<file path="src/rtl/rtc_field_editor_if.sv">
// rtc_field_editor_if: RTC register bus between the field editor (master)
// and the RTC bus interface (slave). Carries the address, write data and
// read data plus the independent read and write req/ack handshakes.
interface rtc_field_editor_if #(
  parameter int DATA_W = 8,
  parameter int ADDR_W = 8
);
  logic [ADDR_W-1:0] dir_rtc;
  logic [DATA_W-1:0] dato_out;
  logic              rd_req;
  logic              wr_req;
  logic [DATA_W-1:0] dato_rtc;
  logic              rd_ack;
  logic              wr_ack;

  modport master (
    output dir_rtc, dato_out, rd_req, wr_req,
    input  dato_rtc, rd_ack, wr_ack
  );

  modport slave (
    input  dir_rtc, dato_out, rd_req, wr_req,
    output dato_rtc, rd_ack, wr_ack
  );
endinterface

</file>
<file path="src/rtl/rtc_field_editor.sv">
// rtc_field_editor: reads a 3-field BCD register group (time, date or
// chronometer) from the RTC bus into a shadow buffer, lets the push buttons
// edit it, and writes it back when the mode request is released. Also
// clears the chronometer registers on reinicio.
// Optional hold-to-repeat on up/down: define RTC_FIELD_EDITOR_AUTOREPEAT_EN.
module rtc_field_editor #(
  parameter int                DATA_W     = 8,
  parameter int                ADDR_W     = 8,
  parameter logic [ADDR_W-1:0] HORA_BASE  = 8'h21,
  parameter logic [ADDR_W-1:0] FECHA_BASE = 8'h24,
  parameter logic [ADDR_W-1:0] CRONO_BASE = 8'h41,
  parameter int                TIMEOUT    = 255,
  parameter int                REPEAT_DLY = 50000000,
  parameter int                REPEAT_PER = 12500000
) (
  input  logic                  clk,
  input  logic                  reset,
  input  logic                  camb_crono,
  input  logic                  camb_hora,
  input  logic                  camb_fecha,
  input  logic                  reinicio,
  input  logic [3:0]            push,
  rtc_field_editor_if.master    bus,
  output logic [1:0]            campo_sel,
  output logic [3*DATA_W-1:0]   edit_data,
  output logic                  busy,
  output logic                  err
);

  typedef enum logic [2:0] {S_IDLE, S_LOAD, S_EDIT, S_COMMIT, S_CLEAR} state_t;
  typedef enum logic [1:0] {M_HORA, M_FECHA, M_CRONO} mode_t;

  localparam int TMO_W = $clog2(TIMEOUT + 1);
  localparam logic [TMO_W-1:0] TMO_LAST = TMO_W'(TIMEOUT - 1);

  if (TIMEOUT < 1 || REPEAT_DLY < 1 || REPEAT_PER < 1) begin : g_bad_cfg
    $error("rtc_field_editor: TIMEOUT, REPEAT_DLY and REPEAT_PER must be at least 1");
  end

  state_t            state, nxt_state;
  mode_t             mode, nxt_mode;
  logic [ADDR_W-1:0] base, nxt_base;
  logic [1:0]        idx, nxt_idx;
  logic [2:0][7:0]   shadow, nxt_shadow;
  logic [1:0]        nxt_campo;
  logic              rd_req_q, nxt_rd_req;
  logic              wr_req_q, nxt_wr_req;
  logic [ADDR_W-1:0] dir_q, nxt_dir;
  logic [DATA_W-1:0] dato_q, nxt_dato;
  logic [TMO_W-1:0]  tmo_cnt, nxt_tmo;
  logic              nxt_err;
  logic [3:0]        push_q;
  logic [3:0]        rise;
  logic              mode_active;
  logic              rpt_up, rpt_down;

  function automatic logic [7:0] field_min(mode_t m, logic [1:0] i);
    return (m == M_FECHA && i != 2'd2) ? 8'h01 : 8'h00;
  endfunction

  function automatic logic [7:0] field_max(mode_t m, logic [1:0] i);
    if (m == M_FECHA) begin
      if (i == 2'd0) return 8'h31;
      if (i == 2'd1) return 8'h12;
      return 8'h99;
    end
    return (i == 2'd2) ? 8'h23 : 8'h59;
  endfunction

  // Garbage from the RTC (bad BCD nibble or out of range) loads as the minimum.
  function automatic logic [7:0] load_field(mode_t m, logic [1:0] i, logic [7:0] v);
    if (v[7:4] > 4'd9 || v[3:0] > 4'd9 || v < field_min(m, i) || v > field_max(m, i))
      return field_min(m, i);
    return v;
  endfunction

  function automatic logic [7:0] bcd_up(mode_t m, logic [1:0] i, logic [7:0] v);
    if (v == field_max(m, i)) return field_min(m, i);
    if (v[3:0] == 4'd9) return {v[7:4] + 4'd1, 4'd0};
    return v + 8'd1;
  endfunction

  function automatic logic [7:0] bcd_down(mode_t m, logic [1:0] i, logic [7:0] v);
    if (v == field_min(m, i)) return field_max(m, i);
    if (v[3:0] == 4'd0) return {v[7:4] - 4'd1, 4'd9};
    return v - 8'd1;
  endfunction

  assign rise      = push & ~push_q;
  assign busy      = (state != S_IDLE);
  assign edit_data = {DATA_W'(shadow[2]), DATA_W'(shadow[1]), DATA_W'(shadow[0])};

  assign bus.rd_req   = rd_req_q;
  assign bus.wr_req   = wr_req_q;
  assign bus.dir_rtc  = dir_q;
  assign bus.dato_out = dato_q;

  // The edit session lasts as long as the request that opened it stays high.
  always_comb begin
    case (mode)
      M_HORA:  mode_active = camb_hora;
      M_FECHA: mode_active = camb_fecha;
      default: mode_active = camb_crono;
    endcase
  end

`ifdef RTC_FIELD_EDITOR_AUTOREPEAT_EN
  logic [31:0] hold_cnt;
  logic        hold_rep;
  logic        held_up, held_down, hold_hit;

  assign held_up   = push[0] & push_q[0];
  assign held_down = push[1] & push_q[1] & ~push[0];
  assign hold_hit  = hold_rep ? (hold_cnt == 32'(REPEAT_PER - 1))
                              : (hold_cnt == 32'(REPEAT_DLY - 1));
  assign rpt_up    = (state == S_EDIT) && held_up && hold_hit;
  assign rpt_down  = (state == S_EDIT) && held_down && hold_hit;

  // Hold timer: first repeat after REPEAT_DLY, then every REPEAT_PER cycles.
  always_ff @(posedge clk) begin
    if (reset || state != S_EDIT || !(held_up || held_down) || nxt_campo != campo_sel) begin
      hold_cnt <= '0;
      hold_rep <= 1'b0;
    end else if (hold_hit) begin
      hold_cnt <= '0;
      hold_rep <= 1'b1;
    end else begin
      hold_cnt <= hold_cnt + 32'd1;
    end
  end
`else
  assign rpt_up   = 1'b0;
  assign rpt_down = 1'b0;
`endif

  // Next-state logic: mode dispatch, read/write sequencing with ack timeout,
  // and the button-driven field edits.
  always_comb begin
    nxt_state  = state;
    nxt_mode   = mode;
    nxt_base   = base;
    nxt_idx    = idx;
    nxt_shadow = shadow;
    nxt_campo  = campo_sel;
    nxt_rd_req = rd_req_q;
    nxt_wr_req = wr_req_q;
    nxt_dir    = dir_q;
    nxt_dato   = dato_q;
    nxt_tmo    = tmo_cnt;
    nxt_err    = 1'b0;

    case (state)
      S_IDLE: begin
        if (reinicio) begin
          nxt_state  = S_CLEAR;
          nxt_base   = CRONO_BASE;
          nxt_idx    = 2'd0;
          nxt_wr_req = 1'b1;
          nxt_dir    = CRONO_BASE;
          nxt_dato   = '0;
          nxt_tmo    = '0;
        end else if (camb_crono || camb_hora || camb_fecha) begin
          if (camb_crono) begin
            nxt_mode = M_CRONO;
            nxt_base = CRONO_BASE;
          end else if (camb_hora) begin
            nxt_mode = M_HORA;
            nxt_base = HORA_BASE;
          end else begin
            nxt_mode = M_FECHA;
            nxt_base = FECHA_BASE;
          end
          nxt_state  = S_LOAD;
          nxt_idx    = 2'd0;
          nxt_rd_req = 1'b1;
          nxt_dir    = nxt_base;
          nxt_tmo    = '0;
        end
      end

      S_LOAD: begin
        if (rd_req_q) begin
          if (bus.rd_ack) begin
            nxt_rd_req      = 1'b0;
            nxt_shadow[idx] = load_field(mode, idx, bus.dato_rtc[7:0]);
            if (idx == 2'd2) begin
              nxt_state = S_EDIT;
              nxt_campo = 2'd0;
            end else begin
              nxt_idx = idx + 2'd1;
            end
          end else if (tmo_cnt == TMO_LAST) begin
            nxt_rd_req = 1'b0;
            nxt_err    = 1'b1;
            nxt_state  = S_IDLE;
          end else begin
            nxt_tmo = tmo_cnt + 1'b1;
          end
        end else begin
          nxt_rd_req = 1'b1;
          nxt_dir    = base + ADDR_W'(idx);
          nxt_tmo    = '0;
        end
      end

      S_EDIT: begin
        if (!mode_active) begin
          nxt_state  = S_COMMIT;
          nxt_idx    = 2'd0;
          nxt_wr_req = 1'b1;
          nxt_dir    = base;
          nxt_dato   = DATA_W'(shadow[0]);
          nxt_tmo    = '0;
        end else if (rise[0] || rpt_up) begin
          nxt_shadow[campo_sel] = bcd_up(mode, campo_sel, shadow[campo_sel]);
        end else if (rise[1] || rpt_down) begin
          nxt_shadow[campo_sel] = bcd_down(mode, campo_sel, shadow[campo_sel]);
        end else if (rise[3]) begin
          nxt_campo = (campo_sel == 2'd2) ? 2'd0 : campo_sel + 2'd1;
        end else if (rise[2]) begin
          nxt_campo = (campo_sel == 2'd0) ? 2'd2 : campo_sel - 2'd1;
        end
      end

      S_COMMIT, S_CLEAR: begin
        if (wr_req_q) begin
          if (bus.wr_ack) begin
            nxt_wr_req = 1'b0;
            if (idx == 2'd2) nxt_state = S_IDLE;
            else             nxt_idx   = idx + 2'd1;
          end else if (tmo_cnt == TMO_LAST) begin
            nxt_wr_req = 1'b0;
            nxt_err    = 1'b1;
            nxt_state  = S_IDLE;
          end else begin
            nxt_tmo = tmo_cnt + 1'b1;
          end
        end else begin
          nxt_wr_req = 1'b1;
          nxt_dir    = base + ADDR_W'(idx);
          nxt_dato   = (state == S_CLEAR) ? '0 : DATA_W'(shadow[idx]);
          nxt_tmo    = '0;
        end
      end

      default: nxt_state = S_IDLE;
    endcase
  end

  // State and output registers; reset drops any pending request at once.
  always_ff @(posedge clk) begin
    if (reset) begin
      state     <= S_IDLE;
      mode      <= M_HORA;
      base      <= '0;
      idx       <= '0;
      shadow    <= '0;
      campo_sel <= '0;
      rd_req_q  <= 1'b0;
      wr_req_q  <= 1'b0;
      dir_q     <= '0;
      dato_q    <= '0;
      tmo_cnt   <= '0;
      err       <= 1'b0;
      push_q    <= '0;
    end else begin
      state     <= nxt_state;
      mode      <= nxt_mode;
      base      <= nxt_base;
      idx       <= nxt_idx;
      shadow    <= nxt_shadow;
      campo_sel <= nxt_campo;
      rd_req_q  <= nxt_rd_req;
      wr_req_q  <= nxt_wr_req;
      dir_q     <= nxt_dir;
      dato_q    <= nxt_dato;
      tmo_cnt   <= nxt_tmo;
      err       <= nxt_err;
      push_q    <= push;
    end
  end

endmodule
</file>
<file path="src/flat_wrapper.sv">
// flat-port wrapper written by rule: the top's interface ports become plain ports
module rtc_field_editor_flat 
#(
  parameter int                DATA_W     = 8,
  parameter int                ADDR_W     = 8,
  parameter logic [ADDR_W-1:0] HORA_BASE  = 8'h21,
  parameter logic [ADDR_W-1:0] FECHA_BASE = 8'h24,
  parameter logic [ADDR_W-1:0] CRONO_BASE = 8'h41,
  parameter int                TIMEOUT    = 255,
  parameter int                REPEAT_DLY = 50000000,
  parameter int                REPEAT_PER = 12500000
)
  (clk, reset, camb_crono, camb_hora, camb_fecha, reinicio, push, campo_sel, edit_data, busy, err, bus_dir_rtc, bus_dato_out, bus_rd_req, bus_wr_req, bus_dato_rtc, bus_rd_ack, bus_wr_ack);
  rtc_field_editor_if #(.DATA_W(DATA_W), .ADDR_W(ADDR_W)) bus_i ();
  input  logic clk;
  input  logic reset;
  input  logic camb_crono;
  input  logic camb_hora;
  input  logic camb_fecha;
  input  logic reinicio;
  input  logic [3:0] push;
  output logic [1:0] campo_sel;
  output logic [3*DATA_W-1:0] edit_data;
  output logic busy;
  output logic err;
  output wire logic [$bits(bus_i.dir_rtc)-1:0] bus_dir_rtc;
  output wire logic [$bits(bus_i.dato_out)-1:0] bus_dato_out;
  output wire logic [$bits(bus_i.rd_req)-1:0] bus_rd_req;
  output wire logic [$bits(bus_i.wr_req)-1:0] bus_wr_req;
  input wire logic [$bits(bus_i.dato_rtc)-1:0] bus_dato_rtc;
  input wire logic [$bits(bus_i.rd_ack)-1:0] bus_rd_ack;
  input wire logic [$bits(bus_i.wr_ack)-1:0] bus_wr_ack;
  assign bus_dir_rtc = bus_i.dir_rtc;
  assign bus_dato_out = bus_i.dato_out;
  assign bus_rd_req = bus_i.rd_req;
  assign bus_wr_req = bus_i.wr_req;
  assign bus_i.dato_rtc = bus_dato_rtc;
  assign bus_i.rd_ack = bus_rd_ack;
  assign bus_i.wr_ack = bus_wr_ack;
  rtc_field_editor #(.DATA_W(DATA_W), .ADDR_W(ADDR_W), .HORA_BASE(HORA_BASE), .FECHA_BASE(FECHA_BASE), .CRONO_BASE(CRONO_BASE), .TIMEOUT(TIMEOUT), .REPEAT_DLY(REPEAT_DLY), .REPEAT_PER(REPEAT_PER)) u_core (.clk(clk), .reset(reset), .camb_crono(camb_crono), .camb_hora(camb_hora), .camb_fecha(camb_fecha), .reinicio(reinicio), .push(push), .bus(bus_i), .campo_sel(campo_sel), .edit_data(edit_data), .busy(busy), .err(err));
endmodule
</file>
<file path="config.mk">
export PLATFORM = sky130hd
export DESIGN_NAME = rtc_field_editor_flat
export DESIGN_NICKNAME = d
export VERILOG_FILES = /design/src/rtl/rtc_field_editor_if.sv /design/src/rtl/rtc_field_editor.sv /design/src/flat_wrapper.sv
export SDC_FILE = /design/constraint.sdc
export NUM_CORES = 1
export LEC_CHECK = 0
export ABC_AREA = 1
export ABC_CLOCK_PERIOD_IN_PS = 5850
export CAP_MARGIN = 20
export CORE_MARGIN = 4
export CORE_UTILIZATION = 45
export CTS_CLUSTER_DIAMETER = 80
export DETAILED_ROUTE_END_ITERATION = 10
export PLACE_DENSITY = 0.69
export SLEW_MARGIN = 20
export SYNTH_ARGS = -nofsm -noshare
export SYNTH_HDL_FRONTEND = slang
export SYNTH_SLANG_ARGS = --single-unit
export TNS_END_PERCENT = 10
</file>
<file path="constraint.sdc">
create_clock -name clk -period 5.85 [get_ports clk]
set_clock_uncertainty 0.2 [all_clocks]
set_input_delay 0.8775 -clock clk [delete_from_list [all_inputs] [get_ports clk]]
set_output_delay 0.8775 -clock clk [all_outputs]
set_load 0.05 [all_outputs]
</file>
==> out/summary.txt, run 1 <==
Detailed Route WL -> 17.0 mm
Simple-Gate Fraction of Synth Area -> 35.7%
largest net degree at the start of global routing -> 42
Final Wtd Congestion -> 0.955
xor/xnor cell area share of the yosys netlist -> 0.321%
Syn Area/Cell -> 6.42 um^2
final net count -> 952
CP Capture Point -> u_core.edit_data[16]$_SDFFE_PP0P_
number of flops mapped to enable cells by yosys -> 0
DRC -> 0
Initial Util -> 46.9%
layout cells sized above 1 -> 10.5%
Initial DRT Pass Iterations -> 6
Num CTS Buffers -> 9
Max VDD drop -> 0.000269 V
first-pass GRT wire length -> 27.3 mm
Die Wd -> 118 um
Total GRT Usage -> 24.1%
WL/cell -> 16.2 um
I/O pin count -> 66
Placement Setup Slack -> 2.62 ns
Synth area leaders -> dfxtp_1, nand2_1, inv_1
ys flop type -> dfxtp_1
Crit Reg-Reg Startpoint -> u_core.idx[0]$_SDFFE_PP0P_
sequential share of the synthesized area -> 24.2%
mux contribution to synthesized area -> 0%
Fmax -> 306 MHz
Syn-to-layout area delta -> 18.4%
commonest cells in the netlist -> nand2_1, inv_1, a21oi_1
Critical Path Source -> u_core.idx[0]$_SDFFE_PP0P_
Hold WS -> 0.250 ns
clk sinks -> 66
R2R cell count -> 17
vias per cell -> 5.54
final HPWL from detailed placement -> 12.8 mm
top cell type's share of synthesized area -> 24.2%
warnings from Yosys -> 0
Rows -> 39
flops & latches, synth -> 66
H-tree depth -> 3
CP Class -> reg -> reg
dominant cell type by area after synthesis -> dfxtp_1
Compound-Gate Fraction of Synth Area -> 21.2%
dominant combinational cell family by area after synthesis -> simple AND/OR/NAND/NOR gates
Netlist Area Pre-Place -> 5450 um^2
die height -> 118 um
Initial DRC Count -> 587
die area -> 13900 um^2
antenna fix cells -> 0
endpoints failing hold -> 0
Placed Area -> 6120 um^2
clock root buffer -> clkbuf_16
PnR worst setup slack -> 2.58 ns
via count -> 5818
setup_tns -> 0 ns
final instance area -> 6450 um^2
final setup fails -> 0
unrepaired setup endpoints after global routing -> no
final core occ -> 55.6%
critical-path maximum fanout -> 14
Synth Instances -> 849
HP Class -> reg -> reg
crit end category -> register
CTS resizes -> 0
count leader, synth -> nand2_1
number of antenna violations at the first check in global routing -> 0
post-CTS setup buffer count -> 0
Synth Area in Adders -> 6.66%
antenna-violating nets left -> 0
slew margin rel. -> 50.8%
Slowest-stage cell, CP -> dfxtp_1
Clk pin slew, worst setup/hold paths -> 0.06 ns
setup slack, reg-to-reg -> 2.58 ns
Core ar. -> 11600 um^2
max incr delay on CP -> 0.62 ns
Storage cell area -> 1320 um^2
Worst Tran Pin Value -> 0.737 ns
Max Slew Vio Count -> 0
Worst R2R End -> u_core.edit_data[16]$_SDFFE_PP0P_
GR Overflow Total -> 0
CP cell instances -> inv_2, ha_1, inv_1, nand2_1, and2_1, ha_1, inv_1, nor2_1, o31ai_1, nand3_1, nand2_1, nand2_1, o21ai_0, nand3_1, nand2_1, inv_1, a21oi_1
post-layout minimum cycle time -> 3.27 ns
CTS Hold Bufs -> 0
Distinct cells, synth -> 44
status -> finished, final reports clean
clock latency on the worst-skew pair -> 0.35 ns
Clock Path Buffers -> 2
Crit path arrival time -> 3.30 ns
fillcell total -> 1183
fraction of registers with async set/reset -> 0%
Max Cap Viol -> 0
PortBufs -> 63
Worst Path Required -> 5.88 ns
CP startpoint kind -> register
CP dominant cell by count -> nand2_1
vias in the first global route -> 5331
multi-input logic area -> 3490 um^2
Final period util -> 55.8%
CTS tree -> built
leakage power -> 2.83 nW
Cell Pwr Density -> 468 nW/um^2
## how the worst min path moves through the flow
stage | from | end | slack (ns) | depth (start not counted)
after floorplan | u_core.base[5]$_SDFFE_PP0P_ | u_core.base[5]$_SDFFE_PP0P_ | 0.25 | 2
after global placement | u_core.bus.dato_out[6]$_SDFFE_PP0P_ | u_core.bus.dato_out[6]$_SDFFE_PP0P_ | 0.24 | 2
after detailed placement | u_core.bus.dato_out[5]$_SDFFE_PP0P_ | u_core.bus.dato_out[5]$_SDFFE_PP0P_ | 0.24 | 2
after CTS | u_core.bus.dato_out[5]$_SDFFE_PP0P_ | u_core.bus.dato_out[5]$_SDFFE_PP0P_ | 0.25 | 2
after global routing | u_core.bus.dato_out[3]$_SDFFE_PP0P_ | u_core.bus.dato_out[3]$_SDFFE_PP0P_ | 0.27 | 2
final | u_core.bus.dato_out[1]$_SDFFE_PP0P_ | u_core.bus.dato_out[1]$_SDFFE_PP0P_ | 0.25 | 2
## per-layer routing
layer	share of wire [%]	GRT usage (%)	vias to the layer above	wire length, um
li1	-	-	2896	-
met1	45	32.5	2645	7610
met2	45	37.9	235	7680
met3	6.9	4.18	42	1180
met4	3.2	10.3	0	553
met5	0	0	-	0
## placed cells by master (no fill, tap or decap), types with 29 or more instances in the layout
cell             synthesis  routed
nand2_1                200     200
inv_1                  117     116
a21oi_1                 72      72
dfxtp_1                 66      66
nor2_1                  65      65
nand3_1                 64      64
clkdlybuf4s50_1          0      63
o21ai_0                 62      62
ha_1                    29      29
## where the power goes
part | total (W) | switching [W] | internal (W)
clock network | 0.000589 | 0.000215 | 0.000374
registers | 0.000625 | 0.0000958 | 0.000529
logic | 0.00180 | 0.00125 | 0.000549
total | 0.00302 | 0.00157 | 0.00145
## sequential cells by signal, summed over array words and instances (netlist names)
register,flops
u_core.mode,2
u_core.err,1
u_core.bus.rd_req,1
u_core.bus.dato_out,8
u_core.tmo_cnt,8
u_core.bus.dir_rtc,6
u_core.state,3
u_core.bus.wr_req,1
u_core.idx,2
u_core.edit_data,24
u_core.push_q,4
u_core.campo_sel,2
u_core.base,4
## worst max-delay path, delay by kind of cell, from the launching register on
kind                     cells  cell delay [ns]
flip-flops                   1             0.62
buffers and inverters        4             0.44
AND/OR/NAND/NOR              8             0.93
AO/OA/AOI/OAI                3             0.38
adder cells (fa/ha/maj)      2             0.59
## stage by stage
stage / std cells / power [W]
floorplan: 850 / 0.00201
global placement: 1034 / 0.00240
detailed placement: 1034 / 0.00241
CTS: 1050 / 0.00300
global route: 1051 / 0.00324
finish: 1051 / 0.00302
## cell type report
class | count | share of cell area, %
inverters | 129 | 7.58
clock inverters | 6 | 1.42
flip-flops and latches | 66 | 20.5
clock buffers | 10 | 3.55
multi-input cells | 632 | 54.1
well taps | 143 | 2.77
repair buffers | 65 | 10.1
## cell families after synthesis
| kind of cell | count (synthesis) |
|---|---|
| other | 1 |
| adders and majority gates | 29 |
| and+or+nand+nor | 403 |
| AOI/OAI and AO/OA | 196 |
| buffers and inverters | 152 |
| DFF | 66 |
| xor gates and xnor gates | 2 |
Note: power is estimated with default switching activity, not from simulation.
==> run 2, diff against run 1 <==
--- a/config.mk
+++ b/config.mk
@@ -6,13 +6,13 @@
 export NUM_CORES = 1
 export LEC_CHECK = 0
 export ABC_AREA = 1
-export ABC_CLOCK_PERIOD_IN_PS = 5850
+export ABC_CLOCK_PERIOD_IN_PS = 2600
 export CAP_MARGIN = 20
 export CORE_MARGIN = 4
 export CORE_UTILIZATION = 45
 export CTS_CLUSTER_DIAMETER = 80
 export DETAILED_ROUTE_END_ITERATION = 10
-export PLACE_DENSITY = 0.69
+export PLACE_DENSITY = 0.71
 export SLEW_MARGIN = 20
 export SYNTH_ARGS = -nofsm -noshare
 export SYNTH_HDL_FRONTEND = slang
==> constraint.sdc (replaced) <==
create_clock -name clk -period 2.6 [get_ports clk]
set_clock_uncertainty 0.2 [all_clocks]
set_input_delay 0.39 -clock clk [delete_from_list [all_inputs] [get_ports clk]]
set_output_delay 0.39 -clock clk [all_outputs]
set_load 0.05 [all_outputs]
==> out/summary.txt, run 2 (synthesis results as in run 1) <==
met3 wire length -> 1.07 mm (-9.5%)
post-layout minimum cycle time -> 2.54 ns (-0.729 ns)
first-pass GRT wire length -> 27.8 mm (+1.9%)
clock latency on the worst-skew pair -> 0.34 ns (about the same)
Placement Setup Slack -> -0.0151 ns (-2.63 ns)
R2R cell count -> 16 (-1)
Rows -> 39 (unchanged)
antenna-violating nets left -> 0 (unchanged)
Max VDD drop -> 0.000769 V (+190%)
die height -> 118 um (unchanged)
GR Overflow Total -> 0 (unchanged)
unrepaired setup endpoints after global routing -> yes
Fmax -> 394 MHz (+29%)
clk sinks -> 66 (unchanged)
critical-path maximum fanout -> 8 (-6)
number of flip-flops in the largest register -> 24 (unchanged)
top sig layer -> met4
crit end category -> register
Syn-to-layout area delta -> 29.5%
final setup fails -> 0 (unchanged)
endpoints failing hold -> 0 (unchanged)
vias per cell -> 5.48 (-1.1%)
clock root buffer -> clkbuf_16
Final Wtd Congestion -> 0.998 (+4.5%)
I/O pin count -> 66 (unchanged)
Total GRT Usage -> 24.4% (+0.32 points)
Worst Path Required -> 2.63 ns (-3.25 ns)
PortBufs -> 63 (unchanged)
via count -> 5997 (+3.1%)
CTS tree -> built
Detailed Route WL -> 17.3 mm (+1.8%)
final net count -> 996 (+4.6%)
final HPWL from detailed placement -> 13.4 mm (+4.8%)
leakage power -> 3.07 nW (+8.6%)
slew margin rel. -> 61.5% (+11 points)
wl on met1 -> 7.63 mm (+0.29%)
CP startpoint kind -> register
vias in the first global route -> 5532 (+3.8%)
DRC -> 0 (unchanged)
HP Class -> reg -> reg
Cell Pwr Density -> 1000 nW/um^2 (+110%)
Worst Tran Pin Value -> 0.574 ns (-0.163 ns)
most common cell after layout, fill and taps aside -> nand2_1
die area -> 13900 um^2 (unchanged)
H-tree depth -> 3 (unchanged)
Core ar. -> 11600 um^2 (unchanged)
status -> finished, final reports clean
layout cells sized above 1 -> 19.6% (+9.2 points)
WL met2 -> 8.10 mm (+5.5%)
Num CTS Buffers -> 9 (unchanged)
CP Class -> reg -> reg
setup slack, reg-to-reg -> 0.06 ns (-2.52 ns)
Max Slew Vio Count -> 0 (unchanged)
Max Cap Viol -> 0 (unchanged)
Clock Path Buffers -> 2 (unchanged)
fillcell total -> 1096 (-7.4%)
WL/cell -> 15.8 um (-2.3%)
Die Wd -> 118 um (unchanged)
Initial DRC Count -> 521 (-11%)
setup_tns -> 0 ns (unchanged)
Final period util -> 97.6% (+42 points)
Initial DRT Pass Iterations -> 5 (-1)
number of antenna violations at the first check in global routing -> 0 (unchanged)
Initial Util -> 46.9% (unchanged)
antenna fix cells -> 0 (unchanged)
most frequent cells in the layout -> nand2_1, inv_1, nand3_1, clkdlybuf4s50_1, dfxtp_1
largest net degree at the start of global routing -> 25 (-40%)
PnR worst setup slack -> 0.0627 ns (-2.52 ns)
Crit path arrival time -> 2.57 ns (-0.73 ns)
Clk pin slew, worst setup/hold paths -> 0.06 ns (about the same)
hold path depth -> 2 (unchanged)
-- run 2: power breakdown --
group          internal [W]  switching (W)
Combinational       0.00151        0.00297
Sequential          0.00119       0.000160
Clock              0.000748       0.000495
-- run 2: final cells by class --
cell class,count,area (um^2),area share (%)
timing repair buffer,109,1020,14.5
inverter,129,494,7.00
clock buffer,9,225,3.19
clock inverter,7,77.6,1.10
sequential,66,1330,18.8
multi-input combinational,632,3730,52.9
tap,143,179,2.53
-- run 2: per-layer routing --
layer  vias to the layer above  track usage, %
met5                         -               0
met4                         0            10.8
met3                        38            3.03
met2                       239            39.1
met1                      2729            32.9
li1                       2991               -
-- run 2: timing repair --
action,4_1_cts,5_1_grt
pin swaps,0,28
setup endpoints to repair,2,24
endpoints found under the hold margin,0,0
gates resized for setup,2,65
cloned,0,0
hold buffers,0,0
setup buffers,0,1
-- run 2: path summary, 6_finish.rpt --
check / end / startpoint
setup / recovery: u_core.edit_data[2]$_SDFFE_PP0P_ / u_core.idx[0]$_SDFFE_PP0P_
hold / removal: u_core.bus.dato_out[4]$_SDFFE_PP0P_ / u_core.bus.dato_out[4]$_SDFFE_PP0P_
setup reg to reg: u_core.edit_data[2]$_SDFFE_PP0P_ / u_core.idx[0]$_SDFFE_PP0P_
hold reg to reg: u_core.bus.dato_out[4]$_SDFFE_PP0P_ / u_core.bus.dato_out[4]$_SDFFE_PP0P_
-- run 2: worst max-delay path, cell delays in order (launching register included) --
cell	delay, ns
dfxtp_2	0.35
inv_4	0.06
ha_1	0.20
inv_1	0.08
nand2_1	0.12
ha_4	0.30
nand4_1	0.16
nor2_4	0.13
o31ai_1	0.08
nand3_1	0.09
nand2_2	0.11
nand2_8	0.16
nor2_4	0.05
nand2_1	0.06
nand2_1	0.06
a21oi_1	0.15
nor2_1	0.05
-- run 2: stage by stage --
stage	cell area [um^2]	util [%]	std cells	hold slack [ns]	total power, W
floorplan	5460	-	850	0.245	0.00453
global placement	6500	55.9	1078	0.238	0.00561
detailed placement	6500	55.9	1078	0.238	0.00563
CTS	6800	58.6	1094	0.249	0.00688
global route	7060	60.8	1095	0.270	0.00762
finish	7060	60.8	1095	0.246	0.00708
==> run 3, diff against run 2 <==
--- a/config.mk
+++ b/config.mk
@@ -7,11 +7,13 @@
 export LEC_CHECK = 0
 export ABC_AREA = 1
 export ABC_CLOCK_PERIOD_IN_PS = 2600
-export CAP_MARGIN = 20
+export CAP_MARGIN = 10
 export CORE_MARGIN = 4
 export CORE_UTILIZATION = 45
 export CTS_CLUSTER_DIAMETER = 80
+export CTS_CLUSTER_SIZE = 28
 export DETAILED_ROUTE_END_ITERATION = 10
+export MAX_ROUTING_LAYER = met4
 export PLACE_DENSITY = 0.71
 export SLEW_MARGIN = 20
 export SYNTH_ARGS = -nofsm -noshare
==> out/summary.txt, run 3 (synthesis results as in run 1) <==
Cell Pwr Density -> 1010 nW/um^2 (+0.62%)
Worst Path Required -> 2.66 ns (+0.03 ns)
critical-path maximum fanout -> 8 (unchanged)
clk sinks -> 66 (unchanged)
Total GRT Usage -> 24.7% (+0.31 points)
number of antenna violations at the first check in global routing -> 0 (unchanged)
final setup fails -> 0 (unchanged)
Max Slew Vio Count -> 0 (unchanged)
die area -> 13900 um^2 (unchanged)
setup slack, reg-to-reg -> 0.07 ns (about the same)
Fmax -> 395 MHz (+0.20%)
first-pass GRT wire length -> 27.7 mm (-0.47%)
Rows -> 39 (unchanged)
I/O pin count -> 66 (unchanged)
antenna fix cells -> 0 (unchanged)
Max Cap Viol -> 0 (unchanged)
Clk pin slew, worst setup/hold paths -> 0.06 ns (about the same)
Critical Path Source -> u_core.idx[1]$_SDFFE_PP0P_
leakage power -> 3.06 nW (-0.38%)
Final period util -> 97.4% (-0.20 points)
largest net degree at the start of global routing -> 25 (unchanged)
final HPWL from detailed placement -> 13.4 mm (+0.16%)
clock root buffer -> clkbuf_16
clock latency on the worst-skew pair -> 0.33 ns (about the same)
unrepaired setup endpoints after global routing -> yes
die height -> 118 um (unchanged)
Initial DRT Pass Iterations -> 5 (unchanged)
vias in the first global route -> 5503 (-0.52%)
GR Overflow Total -> 0 (unchanged)
layout cells sized above 1 -> 20.0% (+0.40 points)
Final Wtd Congestion -> 0.965 (-3.3%)
final core occ -> 60.7% (-0.097 points)
setup_tns -> 0 ns (unchanged)
Initial DRC Count -> 605 (+16%)
DP Cell Count -> 1079 (+0.093%)
CP startpoint kind -> register
H-tree depth -> 3 (unchanged)
Worst R2R End -> u_core.edit_data[22]$_SDFFE_PP0P_
endpoints failing hold -> 0 (unchanged)
Core ar. -> 11600 um^2 (unchanged)
status -> finished, final reports clean
PortBufs -> 63 (unchanged)
Max VDD drop -> 0.000742 V (-3.4%)
CTS tree -> built
final net count -> 997 (+0.10%)
vias per cell -> 5.49 (+0.18%)
DRC -> 0 (unchanged)
antenna-violating nets left -> 0 (unchanged)
via count -> 6013 (+0.27%)
Initial Util -> 46.9% (unchanged)
Post-Layout Cell Count -> 1096 (+0.091%)
Crit Reg-Reg Startpoint -> u_core.idx[1]$_SDFFE_PP0P_
Num CTS Buffers -> 9 (unchanged)
HP Class -> reg -> reg
slew margin rel. -> 62.7% (+1.1 points)
Total Power -> 0.00711 W (+0.46%)
Detailed Route WL -> 17.5 mm (+1.1%)
Syn-to-layout area delta -> 29.3%
Crit path arrival time -> 2.60 ns (+0.03 ns)
number of flip-flops in the largest register -> 24 (unchanged)
most common cell after layout, fill and taps aside -> nand2_1
Die Wd -> 118 um (unchanged)
WL/cell -> 16.0 um (+1.0%)
CP Capture Point -> u_core.edit_data[22]$_SDFFE_PP0P_
Worst Tran Pin Value -> 0.558 ns (-0.0166 ns)
R2R cell count -> 15 (-1)
crit end category -> register
CP Class -> reg -> reg
Clock Path Buffers -> 2 (unchanged)
most frequent cells in the layout -> nand2_1, inv_1, nand3_1, dfxtp_1, clkdlybuf4s50_1
post-layout minimum cycle time -> 2.53 ns (-0.00512 ns)
## run 3: cell count changes in the layout (fill, tap and decap cells not counted), moves of 2 or more
cell / delta
a21oi_2: +4
a21oi_1: -4
nor2_2: -2
buf_12: -3
clkinv_4: -2
clkinvlp_4: +2
buf_4: +3
## run 3: stage by stage
stage,instance area (um^2),setup slack [ns],hold WS (ns)
floorplan,5460,0.000138,0.245
global placement,6470,0.00777,0.238
detailed placement,6470,-0.0701,0.243
CTS,6780,-0.00954,0.253
global route,7050,-0.117,0.263
finish,7050,0.0678,0.250
## run 3: critical path, stage by stage, from the launching register on
cell and delay [ns]:
dfxtp_4 0.39, inv_4 0.06, ha_2 0.19, nor2_4 0.08, nand2_2 0.07, ha_4 0.27
nand4_1 0.15, nor2_2 0.18, nand4_1 0.13, nand2_2 0.14, nand2_8 0.13, nor2_4 0.17
nand2_1 0.06, nand2_1 0.10, inv_2 0.05, a21oi_2 0.09
## run 3: per-layer routing
metal  track usage (%)  part of all wire (%)  up-vias
li1                  -                     -     2984
met1              33.2                    43     2723
met2              38.7                    46      264
met3              2.59                   7.7       42
met4              8.79                   3.0        0
met5                 -                     0        -
## run 3: worst min-delay path by stage
stage | startpoint | to | slack (ns) | cells past startpoint
after global routing | u_core.bus.dato_out[1]$_SDFFE_PP0P_ | u_core.bus.dato_out[1]$_SDFFE_PP0P_ | 0.26 | 2
final | u_core.bus.dato_out[1]$_SDFFE_PP0P_ | u_core.bus.dato_out[1]$_SDFFE_PP0P_ | 0.25 | 2
after floorplan | u_core.base[5]$_SDFFE_PP0P_ | u_core.base[5]$_SDFFE_PP0P_ | 0.25 | 2
after CTS | u_core.bus.dato_out[0]$_SDFFE_PP0P_ | u_core.bus.dato_out[0]$_SDFFE_PP0P_ | 0.25 | 2
after detailed placement | u_core.bus.dato_out[0]$_SDFFE_PP0P_ | u_core.bus.dato_out[0]$_SDFFE_PP0P_ | 0.24 | 2
after global placement | u_core.bus.dato_out[3]$_SDFFE_PP0P_ | u_core.bus.dato_out[3]$_SDFFE_PP0P_ | 0.24 | 2
## run 3: final cells by class
cell class / instances / area (um^2)
fill: 1084 / 4570
timing repair buffer: 110 / 997
multi-input combinational: 632 / 3740
sequential: 66 / 1330
clock inverter: 6 / 66.3
clock buffer: 10 / 239
inverter: 129 / 494
tap: 143 / 179
## run 3: report_power, final
group	switching [W]	leakage [nW]	internal (W)
Clock	0.000478	0.141	0.000768
Combinational	0.00300	2.38	0.00151
Sequential	0.000158	0.540	0.00119
Total	0.00364	3.06	0.00347
## run 3: repair_timing
| item | in CTS | in global routing |
|---|---|---|
| resized for setup | 4 | 69 |
| gates cloned | 0 | 0 |
| buffers inserted | 0 | 1 |
| pin swaps | 0 | 27 |
| endpoints found under the setup margin | 21 | 24 |
| hold buffers | 0 | 0 |
